### src/rtl/spi_lcd_pkg.sv
// Shared opcodes and decoder state encoding for the SPI display link receiver.
package spi_lcd_pkg;

  localparam logic [7:0] LCD_CMD_CASET = 8'h2a;
  localparam logic [7:0] LCD_CMD_RASET = 8'h2b;
  localparam logic [7:0] LCD_CMD_RAMWR = 8'h2c;

  typedef enum logic [2:0] {
    LCD_IDLE,
    LCD_CASET,
    LCD_RASET,
    LCD_RAMWR,
    LCD_SKIP
  } lcd_state_t;

endpackage

### src/rtl/spi_byte_rx.sv
// Oversampling SPI byte receiver: synchronises the link into clk, detects
// sclk rising edges and assembles MSB-first bytes tagged with the dc level.
module spi_byte_rx (
  input  logic       clk,
  input  logic       rst,
  input  logic       lcd_cs,
  input  logic       lcd_dc,
  input  logic       lcd_sclk,
  input  logic       lcd_mosi,
  output logic       byte_valid,
  output logic [7:0] byte_data,
  output logic       byte_dc
);

  logic [1:0] cs_sync;
  logic [1:0] dc_sync;
  logic [1:0] sclk_sync;
  logic [1:0] mosi_sync;
  logic       sclk_d;
  logic       sclk_rise;
  logic [2:0] bit_cnt;
  logic [6:0] shift;

  // Two-flop synchronisers plus a delayed sclk copy for edge detection.
  always_ff @(posedge clk or posedge rst) begin
    if (rst) begin
      cs_sync   <= '1;
      dc_sync   <= '0;
      sclk_sync <= '0;
      mosi_sync <= '0;
      sclk_d    <= 1'b0;
    end else begin
      cs_sync   <= {cs_sync[0], lcd_cs};
      dc_sync   <= {dc_sync[0], lcd_dc};
      sclk_sync <= {sclk_sync[0], lcd_sclk};
      mosi_sync <= {mosi_sync[0], lcd_mosi};
      sclk_d    <= sclk_sync[1];
    end
  end

  assign sclk_rise = sclk_sync[1] & ~sclk_d;

  // Shift in one bit per sclk rise; emit a tagged byte on the 8th bit.
  always_ff @(posedge clk or posedge rst) begin
    if (rst) begin
      bit_cnt    <= '0;
      shift      <= '0;
      byte_valid <= 1'b0;
      byte_data  <= '0;
      byte_dc    <= 1'b0;
    end else begin
      byte_valid <= 1'b0;
      if (cs_sync[1]) begin
        bit_cnt <= '0;
      end else if (sclk_rise) begin
        shift <= {shift[5:0], mosi_sync[1]};
        if (bit_cnt == 3'd7) begin
          byte_valid <= 1'b1;
          byte_data  <= {shift, mosi_sync[1]};
          byte_dc    <= dc_sync[1];
          bit_cnt    <= '0;
        end else begin
          bit_cnt <= bit_cnt + 3'd1;
        end
      end
    end
  end

endmodule

### src/rtl/spi_lcd_sink.sv
// ST7789-style display sink: decodes CASET/RASET/RAMWR from the byte stream
// and emits one addressed RGB565 pixel per pair of RAMWR data bytes.
module spi_lcd_sink
  import spi_lcd_pkg::*;
#(
  parameter int W_COORD = 8,
  parameter int WIDTH   = 240,
  parameter int HEIGHT  = 240
) (
  input  logic               clk,
  input  logic               rst,
  input  logic               lcd_cs,
  input  logic               lcd_dc,
  input  logic               lcd_sclk,
  input  logic               lcd_mosi,
  output logic               pix_valid,
  output logic [W_COORD-1:0] pix_x,
  output logic [W_COORD-1:0] pix_y,
  output logic [15:0]        pix_data,
  output logic               cmd_valid,
  output logic [7:0]         cmd_byte
);

  logic               byte_valid;
  logic [7:0]         byte_data;
  logic               byte_dc;

  lcd_state_t         state;
  logic [W_COORD-1:0] col_start, col_end, row_start, row_end;
  logic [W_COORD-1:0] ptr_x, ptr_y;
  logic [1:0]         param_cnt;
  logic [7:0]         param_hi;
  logic [W_COORD-1:0] param_start;
  logic [W_COORD-1:0] param_coord;
  logic [7:0]         pix_hold;
  logic               pix_phase;

  spi_byte_rx u_byte_rx (
    .clk        (clk),
    .rst        (rst),
    .lcd_cs     (lcd_cs),
    .lcd_dc     (lcd_dc),
    .lcd_sclk   (lcd_sclk),
    .lcd_mosi   (lcd_mosi),
    .byte_valid (byte_valid),
    .byte_data  (byte_data),
    .byte_dc    (byte_dc)
  );

  // Only the low W_COORD bits of each 16-bit parameter reach the window.
  assign param_coord = W_COORD'({param_hi, byte_data});

  // Command decoder, window registers, write pointer and output pulses.
  always_ff @(posedge clk or posedge rst) begin
    if (rst) begin
      state       <= LCD_IDLE;
      col_start   <= '0;
      col_end     <= W_COORD'(WIDTH - 1);
      row_start   <= '0;
      row_end     <= W_COORD'(HEIGHT - 1);
      ptr_x       <= '0;
      ptr_y       <= '0;
      param_cnt   <= '0;
      param_hi    <= '0;
      param_start <= '0;
      pix_hold    <= '0;
      pix_phase   <= 1'b0;
      pix_valid   <= 1'b0;
      pix_x       <= '0;
      pix_y       <= '0;
      pix_data    <= '0;
      cmd_valid   <= 1'b0;
      cmd_byte    <= '0;
    end else begin
      pix_valid <= 1'b0;
      cmd_valid <= 1'b0;
      if (byte_valid && !byte_dc) begin
        cmd_valid <= 1'b1;
        cmd_byte  <= byte_data;
        param_cnt <= '0;
        pix_phase <= 1'b0;
        case (byte_data)
          LCD_CMD_CASET: state <= LCD_CASET;
          LCD_CMD_RASET: state <= LCD_RASET;
          LCD_CMD_RAMWR: begin
            state <= LCD_RAMWR;
            ptr_x <= col_start;
            ptr_y <= row_start;
          end
          default:       state <= LCD_SKIP;
        endcase
      end else if (byte_valid) begin
        case (state)
          LCD_CASET, LCD_RASET: begin
            param_cnt <= param_cnt + 2'd1;
            case (param_cnt)
              2'd0, 2'd2: param_hi    <= byte_data;
              2'd1:       param_start <= param_coord;
              default: begin
                if (state == LCD_CASET) begin
                  col_start <= param_start;
                  col_end   <= param_coord;
                end else begin
                  row_start <= param_start;
                  row_end   <= param_coord;
                end
                state <= LCD_SKIP;
              end
            endcase
          end
          LCD_RAMWR: begin
            if (!pix_phase) begin
              pix_hold  <= byte_data;
              pix_phase <= 1'b1;
            end else begin
              pix_phase <= 1'b0;
              pix_valid <= 1'b1;
              pix_x     <= ptr_x;
              pix_y     <= ptr_y;
              pix_data  <= {pix_hold, byte_data};
              if (ptr_x == col_end) begin
                ptr_x <= col_start;
                ptr_y <= (ptr_y == row_end) ? row_start : ptr_y + 1'b1;
              end else begin
                ptr_x <= ptr_x + 1'b1;
              end
            end
          end
          default: ;
        endcase
      end
    end
  end

endmodule

### config.mk
export PLATFORM = sky130hd
export DESIGN_NAME = spi_lcd_sink
export DESIGN_NICKNAME = d
export VERILOG_FILES = /design/src/rtl/spi_lcd_pkg.sv /design/src/rtl/spi_byte_rx.sv /design/src/rtl/spi_lcd_sink.sv
export SDC_FILE = /design/constraint.sdc
export NUM_CORES = 1
export LEC_CHECK = 0
export CORE_UTILIZATION = 58
export DETAILED_ROUTE_END_ITERATION = 12
export PLACE_DENSITY_LB_ADDON = 0.12
export SYNTH_ARGS = -nofsm -noshare
export SYNTH_HDL_FRONTEND = slang
export SYNTH_SLANG_ARGS = --single-unit
### constraint.sdc
create_clock -name clk -period 6.12 [get_ports clk]
set_clock_uncertainty 0.15 [all_clocks]
set_input_delay 1.224 -clock clk [delete_from_list [all_inputs] [get_ports clk]]
set_output_delay 1.224 -clock clk [all_outputs]
set_load 0.05 [all_outputs]
==> After elaboration in Yosys (flattened, before gate mapping) <==
Cells that the tools add are included.
W data, S select, Z words.
{ "totals": {"regBits": 141, "wordCells": 110, "out_inout_bits": 42, "input_bits": 6} }
{ "op_classes": {"n_eq_ne": 13, "mux": 36, "reduce_logical": 23, "n_bitwise": 7, "addsub": 4} }
{ "op_table": {"columns": ["op", "n"], "rows": [
  ["$mux W8", 13],
  ["$eq A8 B6 Y1 const B", 3],
  ["$mux W3", 7],
  ["$add A8 B1 Y8 const B", 2],
  ["$eq A8 B8 Y1", 2],
  ["$reduce_and A4 Y1", 4],
  ["$reduce_and A5 Y1", 3],
  ["$mux W1", 12],
  ["$reduce_bool A2 Y1", 6],
  ["$pmux W3 S3", 1],
  ["$eq A3 B2 Y1 const B", 2],
  ["$mux W2", 3],
  ["$not A1 Y1", 6],
  ["$reduce_and A2 Y1", 3],
  ["$reduce_and A3 Y1", 2],
  ["$ne A2 B1 Y1 const B", 2],
  ["$add A3 B1 Y3 const B", 1],
  ["$eq A3 B1 Y1 const B", 1],
  ["$eq A3 B3 Y1 const B", 1],
  ["$reduce_or A3 Y1", 1],
  ["$add A2 B1 Y2 const B", 1],
  ["$eq A2 B1 Y1 const B", 1],
  ["$eq A2 B2 Y1 const B", 1],
  ["$logic_not A2 Y1", 1],
  ["other kinds (4)", 4]
]} }

==> Depth between registers and ports, before layout <==
Gate-level depths: netlist of run 1.
{ "depth": {"word_depth": 7, "ltp_mapped": 7, "depth_no_buf": 6} }

==> Cells and area by module <==
From an unflattened synthesis of run 1, not the netlist that was laid out.
{ "hier_totals": {"cells_unflattened": 493, "area_unflattened_um2": 5998.3} }
{ "modules_own_cells": {"columns": ["module", "seq_area_each_um2", "cells_per_inst", "area_per_inst_um2", "n_inst"], "rows": [
  ["spi_lcd_sink", 2820.2, 433, 4961.0, 1],
  ["spi_byte_rx", 728.2, 60, 1037.2, 1]
]} }

==> Least setup slack after synthesis of run 1 <==
Ideal clock, no wire load.
{ "synth_path": {"path_type": "reg-to-output", "start": "register pix_data[0]", "end": "output pix_data[0]", "required_time_ns": 4.746, "path_buffers": 0, "t_arrival_ns": 0.600, "path_stages_with_launch": 1, "setup_slack_ns": 4.146, "cell_sequence": "dfrtp_1"} }
{ "synth_rtl": {"columns": ["element", "line_no", "source"], "rows": [
  ["start, declared", "spi_lcd_sink.sv:19", "output logic [15:0] pix_data,"],
  ["start signal, assigned", "spi_lcd_sink.sv:120", "pix_data <= {pix_hold, byte_data};"]
]} }
No word-level cell between the ends.

==> Worst setup path after layout of run 1 <==
{ "layout_path": {"start": "register pix_data[2]", "end": "output pix_data[2]"} }
No word-level cell between the ends.

==> flow_summary_export.csv, run 1 <==
group,metric,value,unit
grt,grt_use_total,24.5,%
clock_tree,tritoncts_clock_tree,"built",
clock_tree,cts-hold-fix-buffers,0,
place,gp_congestion,0.831,
clock_tree,clkSlewWorstSetupHoldPaths,0.06,ns
synth,async_flop_share,100,%
setup_path,rr_endpoint,"ptr_x[0]",
place,dp_slack,3.02,ns
final_layout,area_growth_syn_to_layout,19.2,%
setup_path,cp_cell_sequence,"clkdlybuf4s50_1",
final_layout,antennaDiodeCount,0,
sta,final-setup-viol-count,0,
setup_path,regToRegStartpoint,"state[1]",
clock_tree,cts_inserted_buffers,17,
clock_tree,cts_resized,0,
synth,part_of_the_yosys_area_used_for_sequential_elements,59.3,%
floorplanning,starting_density,60.6,%
clock_tree,h-tree-depth,4,
final_layout,final_layout_size_suffix_gt1_share,25.8,%
final_layout,multi_input_comb_area,2270,um^2
routing,drt_drc_violations_left,0,
setup_path,r2r_cells,8,
grt,first_global_vias,3880,
sta,rsz0062_at_grt,"no",
setup_path,start_kind,"flop",
pwr,power_per_cell_area,282,nW/um^2
floorplanning,dieArea,10700,um^2
hold_path,worstHoldPathType,"flop to flop",
synth,synth_top_area_share,52.3,%
hold_path,whs_endpoint,"u_byte_rx.dc_sync[1]",
grt,grt_first_pass_wirelength,20000,um
routing,dr_total_vias,3747,
clock_tree,number_of_sinks_handled_by_clock_tree_synthesis,141,
grt,grt_max_degree,111,
place,post_dp_hpwl,7670,um
setup_path,criticalPathCategory,"flop to output port",
final_layout,fillCellCount,665,
floorplanning,fp.coreArea,9860,um^2
clock_tree,cts_root_buffer,"sky130_fd_sc_hd__clkbuf_8",
synth,synth_commonest_cells,"sky130_fd_sc_hd__dfrtp_1 (125), sky130_fd_sc_hd__nand2_1 (99), sky130_fd_sc_hd__mux2_2 (74), sky130_fd_sc_hd__dfstp_2 (16), sky130_fd_sc_hd__xor2_1 (15)",
sta,setup_ws,3.05,ns
synth,synth_warnings,0,
setup_path,worstSetupEndpointType,"output port",
floorplanning,design.portCount,48,
pwr,power.leakage,0.00350,uW
synth,synthesis.nets,500,
synth,synth_top_cells_by_area,"sky130_fd_sc_hd__dfrtp_1 (52%), sky130_fd_sc_hd__mux2_2 (14%), sky130_fd_sc_hd__dfstp_2 (7.0%)",
routing,antenna_left,0,
setup_path,critPathBufInv,1,
routing,drt_first_pass_iters,6,
routing,routed_wirelength,11800,um
synth,synthesis.instances,488,
pwr,worst_ir_drop_vdd,0.000252,V
synth,ys_dominant_reg_cell,"sky130_fd_sc_hd__dfrtp_1",
final_layout,seqCellArea,3550,um^2
setup_path,worstPathMaxFanout,2,
setup_path,reg2reg_setup_slack,3.05,ns
synth,post_synth.cell_area_avg,12.3,um^2
sta,timing_max_transition_violations_final,0,
synth,synth.largest_area_cell,"sky130_fd_sc_hd__dfrtp_1",
setup_path,worst_path_dominant_cell_family,"buffers and inverters",
routing,routed_via_density,5.48,
floorplanning,die_height,104,um
flow_run,drv_cap,0,
sta,clock.fmax,326,MHz
sta,slew_headroom,36.4,%
setup_path,worst_ep_required_time,4.75,ns
setup_path,worst_path_largest_cell_delay,0.81,ns
sta,setup_tns,0,ns
routing,drt-initial-drc-count,146,
clock_tree,postCtsSetupRepairBufs,0,
final_layout,nets,550,
grt,grt_overflow,0,
synth,synth-seq-cells,141,
floorplanning,die_x,104,um
hold_path,worst_hold_startpoint,"u_byte_rx.dc_sync[0]",
sta,worst_slew_pin_slew,0.954,ns
sta,period_needed,3.07,ns
synth,yosys.cell_count.top_type,"sky130_fd_sc_hd__dfrtp_1",
sta,finalCritPeriodShare,50.2,%
routing,wire_per_inst,17.3,um
synth,yosys.cell_types.count,50,
synth,number_of_enable_flip_flop_cells_after_synthesis,0,
place,io_buffers,47,
status,outcome,"completed",
clock_tree,insertion_delay,0.53,ns
setup_path,worst_ep_arrival_time,1.70,ns
clock_tree,cts_buffer_depth,2,
synth,netlist_area,5980,um^2
setup_path,crit_slowest_cell,"sky130_fd_sc_hd__clkdlybuf4s50_1",
sta,timing_hold_violations_final,0,
hold_path,hold_path_depth,0,
floorplanning,rows,36,
grt,antenna_found_initial,0,
==> layer usage <==
metal | up-vias | part of all wire (%) | GRT usage, %
li1 | 1770 | - | -
met1 | 1884 | 44 | 32.0
met2 | 79 | 50 | 39.4
met3 | 14 | 4.3 | 5.35
met4 | 0 | 1.5 | 11.1
met5 | - | 0 | 0
==> cell usage in the layout, fill, tap and decap left out, types with 3 or more instances in the layout <==
cell / instances
sky130_fd_sc_hd__a211oi_1: 6
sky130_fd_sc_hd__a21oi_1: 11
sky130_fd_sc_hd__a2bb2oi_1: 3
sky130_fd_sc_hd__and3_1: 5
sky130_fd_sc_hd__buf_4: 6
sky130_fd_sc_hd__clkbuf_16: 16
sky130_fd_sc_hd__clkdlybuf4s50_1: 47
sky130_fd_sc_hd__clkinvlp_4: 3
sky130_fd_sc_hd__dfrtp_1: 125
sky130_fd_sc_hd__dfstp_2: 16
sky130_fd_sc_hd__ha_1: 6
sky130_fd_sc_hd__inv_1: 12
sky130_fd_sc_hd__inv_6: 6
sky130_fd_sc_hd__mux2_2: 74
sky130_fd_sc_hd__mux2i_1: 13
sky130_fd_sc_hd__nand2_1: 99
sky130_fd_sc_hd__nand2b_1: 3
sky130_fd_sc_hd__nand3_1: 10
sky130_fd_sc_hd__nor2_1: 13
sky130_fd_sc_hd__nor2_2: 3
sky130_fd_sc_hd__nor4b_1: 3
sky130_fd_sc_hd__o21ai_0: 6
sky130_fd_sc_hd__o22a_1: 3
sky130_fd_sc_hd__o22ai_1: 7
sky130_fd_sc_hd__xor2_1: 15
==> where the power goes <==
group | total, uW | leakage, uW | switching, uW | internal (uW)
Clock | 999 | 0.000275 | 410 | 589
Combinational | 44.2 | 0.00134 | 25.2 | 19.1
Sequential | 969 | 0.00188 | 13.6 | 956
Total | 2010 | 0.00350 | 449 | 1560
==> state kept, by name (all words and copies together), names as in the netlist, 2 cells and up <==
register	flops
pix_y	8
u_byte_rx.dc_sync	2
ptr_y	8
row_end	8
u_byte_rx.byte_data	8
state	3
pix_x	8
u_byte_rx.cs_sync	2
u_byte_rx.mosi_sync	2
ptr_x	8
u_byte_rx.sclk_sync	2
cmd_byte	8
col_end	8
row_start	8
pix_hold	8
u_byte_rx.shift	7
param_cnt	2
pix_data	16
param_start	8
col_start	8
u_byte_rx.bit_cnt	3
==> cell families after synthesis <==
| kind of cell | synth area share, % |
|---|---|
| AOI/OAI and AO/OA | 5.32 |
| xor gates and xnor gates | 2.76 |
| adders and majority gates | 1.26 |
| buffers and inverters | 2.74 |
| DFF | 59.3 |
| muxes | 16.5 |
| and+or+nand+nor | 12.1 |
==> stage by stage <==
step / instances / cell area [um^2] / utilization, % / hold slack (ns) / total power [uW]
2_1_floorplan: 488 / 5980 / - / 0.181 / 1010
3_3_place_gp: 652 / 6550 / 66.4 / 0.185 / 1030
3_5_place_dp: 652 / 6550 / 66.4 / 0.186 / 1030
4_1_cts: 684 / 7130 / 72.3 / 0.200 / 2030
5_1_grt: 684 / 7130 / 72.3 / 0.205 / 2080
6_report: 684 / 7130 / 72.3 / 0.199 / 2010
==> cell type report <==
class                      instances  area share, %
sequential                       141           49.8
multi-input combinational        312           31.8
timing repair buffer              53           7.23
clock buffer                      18           5.86
tap                              133           2.33
clock inverter                    14           2.25
inverter                          13          0.755
==> worst max path at each step <==
stage | start | endpoint | slack, ns | cells past startpoint
floorplan | rst | cmd_byte[0] | 0.99 | 1
global placement | rst | row_end[1] | 3.06 | 3
detailed placement | rst | row_end[5] | 3.02 | 3
CTS | pix_data[2] | pix_data[2] | 3.02 | 1
global route | state[1] | ptr_x[0] | 2.85 | 8
finish | pix_data[2] | pix_data[2] | 3.05 | 1
Note: power is estimated with default switching activity, not from simulation.
==> inputs of run 2 (changes only) <==
==> constraint.sdc (replaced) <==
create_clock -name clk -period 3.2 [get_ports clk]
set_clock_uncertainty 0.15 [all_clocks]
set_input_delay 0.64 -clock clk [delete_from_list [all_inputs] [get_ports clk]]
set_output_delay 0.64 -clock clk [all_outputs]
set_load 0.05 [all_outputs]
==> run 2 against run 1 <==
Effect of this change:
- critical path depth stayed put
- sequential cell count stayed put
- non-clock buffer count is 1 higher
- register-to-register slack worse by 2.2 ns
- sequential power is 92% higher
- first-iteration DRC count is 82% higher
- global-route usage is 0.50 points higher
- cell count is 0.15% higher
- combinational power is 93% higher
- setup slack worse by 2.3 ns
- die area stayed put
- critical path type unchanged
==> flow_summary_export.csv, run 2 (synthesis gave the netlist of run 1 again) <==
group,metric,value,unit
status,outcome,"completed",
place,io_buffers,47,
grt,grt_first_pass_wirelength,20300,um
setup_path,worst_path_largest_cell_delay,0.81,ns
floorplanning,die_x,104,um
setup_path,start_kind,"flop",
place,post_dp_hpwl,7790,um
final_layout,seqCellArea,3550,um^2
final_layout,antennaDiodeCount,0,
pwr,power_per_cell_area,556,nW/um^2
clock_tree,cts_root_buffer,"sky130_fd_sc_hd__clkbuf_8",
floorplanning,starting_density,60.6,%
routing,routed_via_density,5.64,
sta,period_needed,2.50,ns
final_layout,largest_reg_flops,16,
clock_tree,cts_buffer_depth,2,
grt,first_global_vias,3927,
clock_tree,h-tree-depth,4,
setup_path,worstSetupEndpointType,"output port",
sta,finalCritPeriodShare,78.0,%
final_layout,final_cells,685,
final_layout,largest_register,"pix_data",
setup_path,worstPathMaxFanout,2,
routing,antenna_left,0,
floorplanning,dieArea,10700,um^2
floorplanning,die_height,104,um
final_layout,layout.core_utilization,72.9,%
setup_path,crit_slowest_cell,"sky130_fd_sc_hd__clkdlybuf4s50_1",
final_layout,nets,551,
pwr,post-layout-total-power,4000,uW
floorplanning,fp.coreArea,9860,um^2
hold_path,worstHoldPathType,"flop to flop",
clock_tree,postCtsSetupRepairBufs,0,
place,numPlacedInstances,653,
setup_path,worst_ep_required_time,2.41,ns
sta,timing_hold_violations_final,0,
routing,routed_wirelength,12300,um
flow_run,drv_cap,0,
sta,rsz0062_at_grt,"no",
clock_tree,cts-hold-fix-buffers,0,
setup_path,critPathBufInv,1,
floorplanning,rows,36,
place,gp_congestion,0.886,
sta,worst_slew_pin_slew,0.857,ns
setup_path,cp_cell_sequence,"clkdlybuf4s50_1",
routing,wire_per_inst,18.0,um
sta,timing_max_transition_violations_final,0,
pwr,worst_ir_drop_vdd,0.000598,V
sta,slew_headroom,42.8,%
pwr,power.leakage,0.00353,uW
sta,clock.fmax,401,MHz
setup_path,worst_ep_arrival_time,1.71,ns
sta,final-setup-viol-count,0,
clock_tree,number_of_sinks_handled_by_clock_tree_synthesis,141,
clock_tree,cts_resized,0,
clock_tree,cts_inserted_buffers,17,
sta,setup_tns,0,ns
grt,grt_max_degree,142,
clock_tree,insertion_delay,0.52,ns
final_layout,fillCellCount,691,
routing,drt_first_pass_iters,5,
place,dp_slack,0.884,ns
setup_path,worst_path_dominant_cell_family,"buffers and inverters",
final_layout,area_growth_syn_to_layout,20.3,%
floorplanning,design.portCount,48,
routing,drt_drc_violations_left,0,
final_layout,final_layout_size_suffix_gt1_share,25.7,%
clock_tree,clkSlewWorstSetupHoldPaths,0.06,ns
clock_tree,tritoncts_clock_tree,"built",
final_layout,layout_common_cells,"sky130_fd_sc_hd__dfrtp_1 (125), sky130_fd_sc_hd__nand2_1 (99), sky130_fd_sc_hd__mux2_2 (74)",
grt,grt_use_total,25.0,%
final_layout,multi_input_comb_area,2270,um^2
grt,grt_overflow,0,
sta,setup_ws,0.704,ns
setup_path,criticalPathCategory,"flop to output port",
routing,drt-initial-drc-count,266,
routing,dr_total_vias,3860,
final_layout,layout.cells.most_common,"sky130_fd_sc_hd__dfrtp_1",
grt,antenna_found_initial,0,
[run 2: where the power goes]
group	total (uW)	internal, uW	switching [uW]	leakage [uW]
Sequential	1860	1830	30.0	0.00188
Combinational	85.4	38.0	47.4	0.00135
Clock	2050	1300	755	0.000300
[run 2: cell type report]
cell class | count | share of cell area, %
clock inverter | 12 | 2.58
timing repair buffer | 54 | 7.45
sequential | 141 | 49.3
clock buffer | 20 | 6.06
inverter | 13 | 0.731
multi-input combinational | 312 | 31.5
tap | 133 | 2.31
[run 2: stage by stage]
step / cell area [um^2] / hold slack, ns
after detailed placement: 6570 / 0.192
after CTS: 7190 / 0.207
after global placement: 6570 / 0.184
after global routing: 7190 / 0.209
after floorplan: 5980 / 0.181
final: 7190 / 0.203
[run 2: path summary, 6_finish.rpt]
kind                                              from                     end  slack, ns  cells after the start
worst max-delay path                       cmd_byte[5]             cmd_byte[5]       0.70                      1
worst min-delay path            u_byte_rx.sclk_sync[0]  u_byte_rx.sclk_sync[1]       0.20                      0
worst max register to register       u_byte_rx.byte_dc                ptr_y[0]       0.85                      5
worst min register to register  u_byte_rx.sclk_sync[0]  u_byte_rx.sclk_sync[1]       0.20                      0
max in group asynchronous                          rst            row_start[5]       1.83                      3
min in group asynchronous                          rst            pix_data[11]       0.53                      3
[run 2: layer usage]
layer	track usage [%]	share of wire, %	vias up
met5	0	0	-
met4	10.2	2.0	0
met3	5.16	4.5	20
met2	39.3	48	106
met1	34.1	45	1967
li1	-	-	1767
==> inputs of run 3 (changes only) <==
--- a/config.mk
+++ b/config.mk
@@ -5,7 +5,7 @@
 export SDC_FILE = /design/constraint.sdc
 export NUM_CORES = 1
 export LEC_CHECK = 0
-export CORE_UTILIZATION = 58
+export CORE_UTILIZATION = 52
 export DETAILED_ROUTE_END_ITERATION = 12
 export PLACE_DENSITY_LB_ADDON = 0.12
 export SYNTH_ARGS = -nofsm -noshare
==> constraint.sdc (replaced) <==
create_clock -name clk -period 2.2 [get_ports clk]
set_clock_uncertainty 0.15 [all_clocks]
set_input_delay 0.44 -clock clk [delete_from_list [all_inputs] [get_ports clk]]
set_output_delay 0.44 -clock clk [all_outputs]
set_load 0.05 [all_outputs]
==> run 3 against run 2 <==
Effect of this change:
- the flow now finishes with violations (setup timing)
- largest power group unchanged
- largest cell class unchanged
- combinational power up 52%
- design area rose by 3.5%
- first-iteration DRC count shrank 36%
- critical path depth stayed put
- core utilization fell by 5.4 points
- die area up 11%
- sequential cell count is the same
==> flow_summary_export.csv, run 3 (synthesis gave the netlist of run 1 again) <==
group,metric,value,unit
status,outcome,"finished with violations",
status,failed_checks,"setup timing",
clock_tree,tritoncts_clock_tree,"built",
setup_path,critPathBufInv,1,
final_layout,multi_input_comb_area,2280,um^2
pwr,cell_internal_pwr,4530,uW
routing,antenna_left,0,
routing,drt_first_pass_iters,4,
place,numPlacedInstances,687,
pwr,post-layout-total-power,5650,uW
sta,worst_slew_pin_slew,0.535,ns
routing,routed_via_density,5.37,
routing,routed_wirelength,12500,um
setup_path,worstPathMaxFanout,2,
final_layout,area_growth_syn_to_layout,24.4,%
pwr,p_sw_share,19.8,%
place,io_buffers,47,
final_layout,antennaDiodeCount,0,
final_layout,largest_register,"pix_data",
final_layout,seqCellArea,3550,um^2
pwr,pwr-share-comb,2.3,%
clock_tree,cts_inserted_buffers,17,
setup_path,worst_path_largest_cell_delay,0.84,ns
clock_tree,insertion_delay,0.42,ns
grt,grt_overflow,0,
setup_path,cp_cell_sequence,"clkdlybuf4s50_1",
floorplanning,die_x,109,um
setup_path,start_kind,"flop",
final_layout,final_cells,719,
setup_path,criticalPathCategory,"flop to output port",
sta,setup_ws,-0.0119,ns
place,place_area,6790,um^2
clock_tree,postCtsSetupRepairBufs,0,
clock_tree,clkSlewWorstSetupHoldPaths,0.06,ns
clock_tree,cts_buffer_depth,2,
floorplanning,die_height,109,um
floorplanning,design.portCount,48,
sta,clock.fmax,452,MHz
setup_path,worstSetupEndpointType,"output port",
setup_path,worst_path_dominant_cell_family,"buffers and inverters",
sta,timing_max_transition_violations_final,0,
clock_tree,cts_root_buffer,"sky130_fd_sc_hd__clkbuf_16",
grt,first_global_vias,3893,
sta,final-setup-viol-count,1,
sta,setup_tns,-0.0119,ns
pwr,power_per_cell_area,759,nW/um^2
pwr,power.leakage,0.00400,uW
grt,grt_max_degree,67,
final_layout,fillCellCount,826,
setup_path,worst_ep_required_time,1.61,ns
final_layout,fin_area,7440,um^2
clock_tree,number_of_sinks_handled_by_clock_tree_synthesis,141,
final_layout,final_layout_size_suffix_gt1_share,29.2,%
final_layout,nets,578,
sta,period_needed,2.21,ns
pwr,power.sequential.fraction,47.8,%
floorplanning,rows,38,
clock_tree,h-tree-depth,4,
final_layout,layout.cells.most_common,"sky130_fd_sc_hd__dfrtp_1",
pwr,clock_power_share,49.9,%
sta,finalCritPeriodShare,101,%
routing,drt_drc_violations_left,0,
sta,timing_hold_violations_final,0,
hold_path,worstHoldPathType,"flop to flop",
setup_path,worst_ep_arrival_time,1.62,ns
flow_run,drv_cap,0,
final_layout,layout_common_cells,"sky130_fd_sc_hd__dfrtp_1 (125), sky130_fd_sc_hd__nand2_1 (99), sky130_fd_sc_hd__mux2_2 (74)",
setup_path,crit_slowest_cell,"sky130_fd_sc_hd__clkdlybuf4s50_1",
floorplanning,fp.coreArea,11000,um^2
routing,drt-initial-drc-count,169,
grt,grt_first_pass_wirelength,20600,um
grt,antenna_found_initial,0,
sta,slew_headroom,64.2,%
routing,dr_total_vias,3860,
grt,grt_use_total,23.6,%
pwr,net-switching-power,1120,uW
final_layout,largest_reg_flops,16,
place,post_dp_hpwl,8000,um
floorplanning,dieArea,11900,um^2
pwr,worst_ir_drop_vdd,0.000604,V
floorplanning,starting_density,54.2,%
routing,wire_per_inst,17.3,um
place,gp_congestion,0.864,
run 3: changes by cell type in the layout (fill, tap and decap cells not counted), sizes merged:
cell,change
clkdlybuf4s50,-18
dlygate4sd2,+1
clkbuf,+5
inv,-3
dlymetal6s2s,+17
bufinv,-2
buf,+27
clkinvlp,-1
clkinv,+1
run 3: through the flow:
step / setup slack [ns] / utilization [%] / hold slack [ns]
after floorplan: -0.140 / - / 0.181
after global placement: 0.137 / 61.6 / 0.187
after detailed placement: 0.0636 / 61.6 / 0.187
after CTS: 0.00522 / 66.9 / 0.205
after global routing: -0.0432 / 67.4 / 0.214
final: -0.0119 / 67.4 / 0.203
run 3: worst paths after layout:
path | endpoint | depth (start not counted) | from | slack [ns]
min | u_byte_rx.mosi_sync[1] | 0 | u_byte_rx.mosi_sync[0] | 0.20
max in group asynchronous | col_end[5] | 3 | rst | 1.20
min in group asynchronous | pix_valid | 3 | rst | 0.34
max | pix_data[4] | 1 | pix_data[4] | -0.01
max reg2reg | ptr_x[0] | 6 | col_end[6] | 0.15
min reg2reg | u_byte_rx.mosi_sync[1] | 0 | u_byte_rx.mosi_sync[0] | 0.20
run 3: layout make-up:
cell class              instances  area share, %
repair buffers                 81           10.6
clock buffers                  25           6.79
inverters                      13          0.706
well taps                     140           2.35
multi-input cells             312           30.7
clock inverters                 7           1.14
flip-flops and latches        141           47.7
run 3: per-layer routing:
layer	vias to the layer above	track usage [%]	share of wire, %
li1	1831	-	-
met2	74	38.1	50
met1	1938	31.1	45
met5	-	0	0
met4	0	8.29	1.6
met3	17	5.86	3.4
run 3: power groups by stage:
stage | logic (uW) | clock network, uW | registers, uW
after floorplan | 94.0 | 0 | 2730
after global placement | 130 | 0 | 2740
after detailed placement | 136 | 0 | 2740
after CTS | 136 | 2870 | 2700
after global routing | 150 | 2980 | 2710
final | 130 | 2820 | 2700
run 3: repair_timing:
action / 4_1_cts / 5_1_grt
setup endpoints to repair: 1 / 22
hold buffers: 0 / 0
endpoints found under the hold margin: 0 / 0
resized for setup: 1 / 19
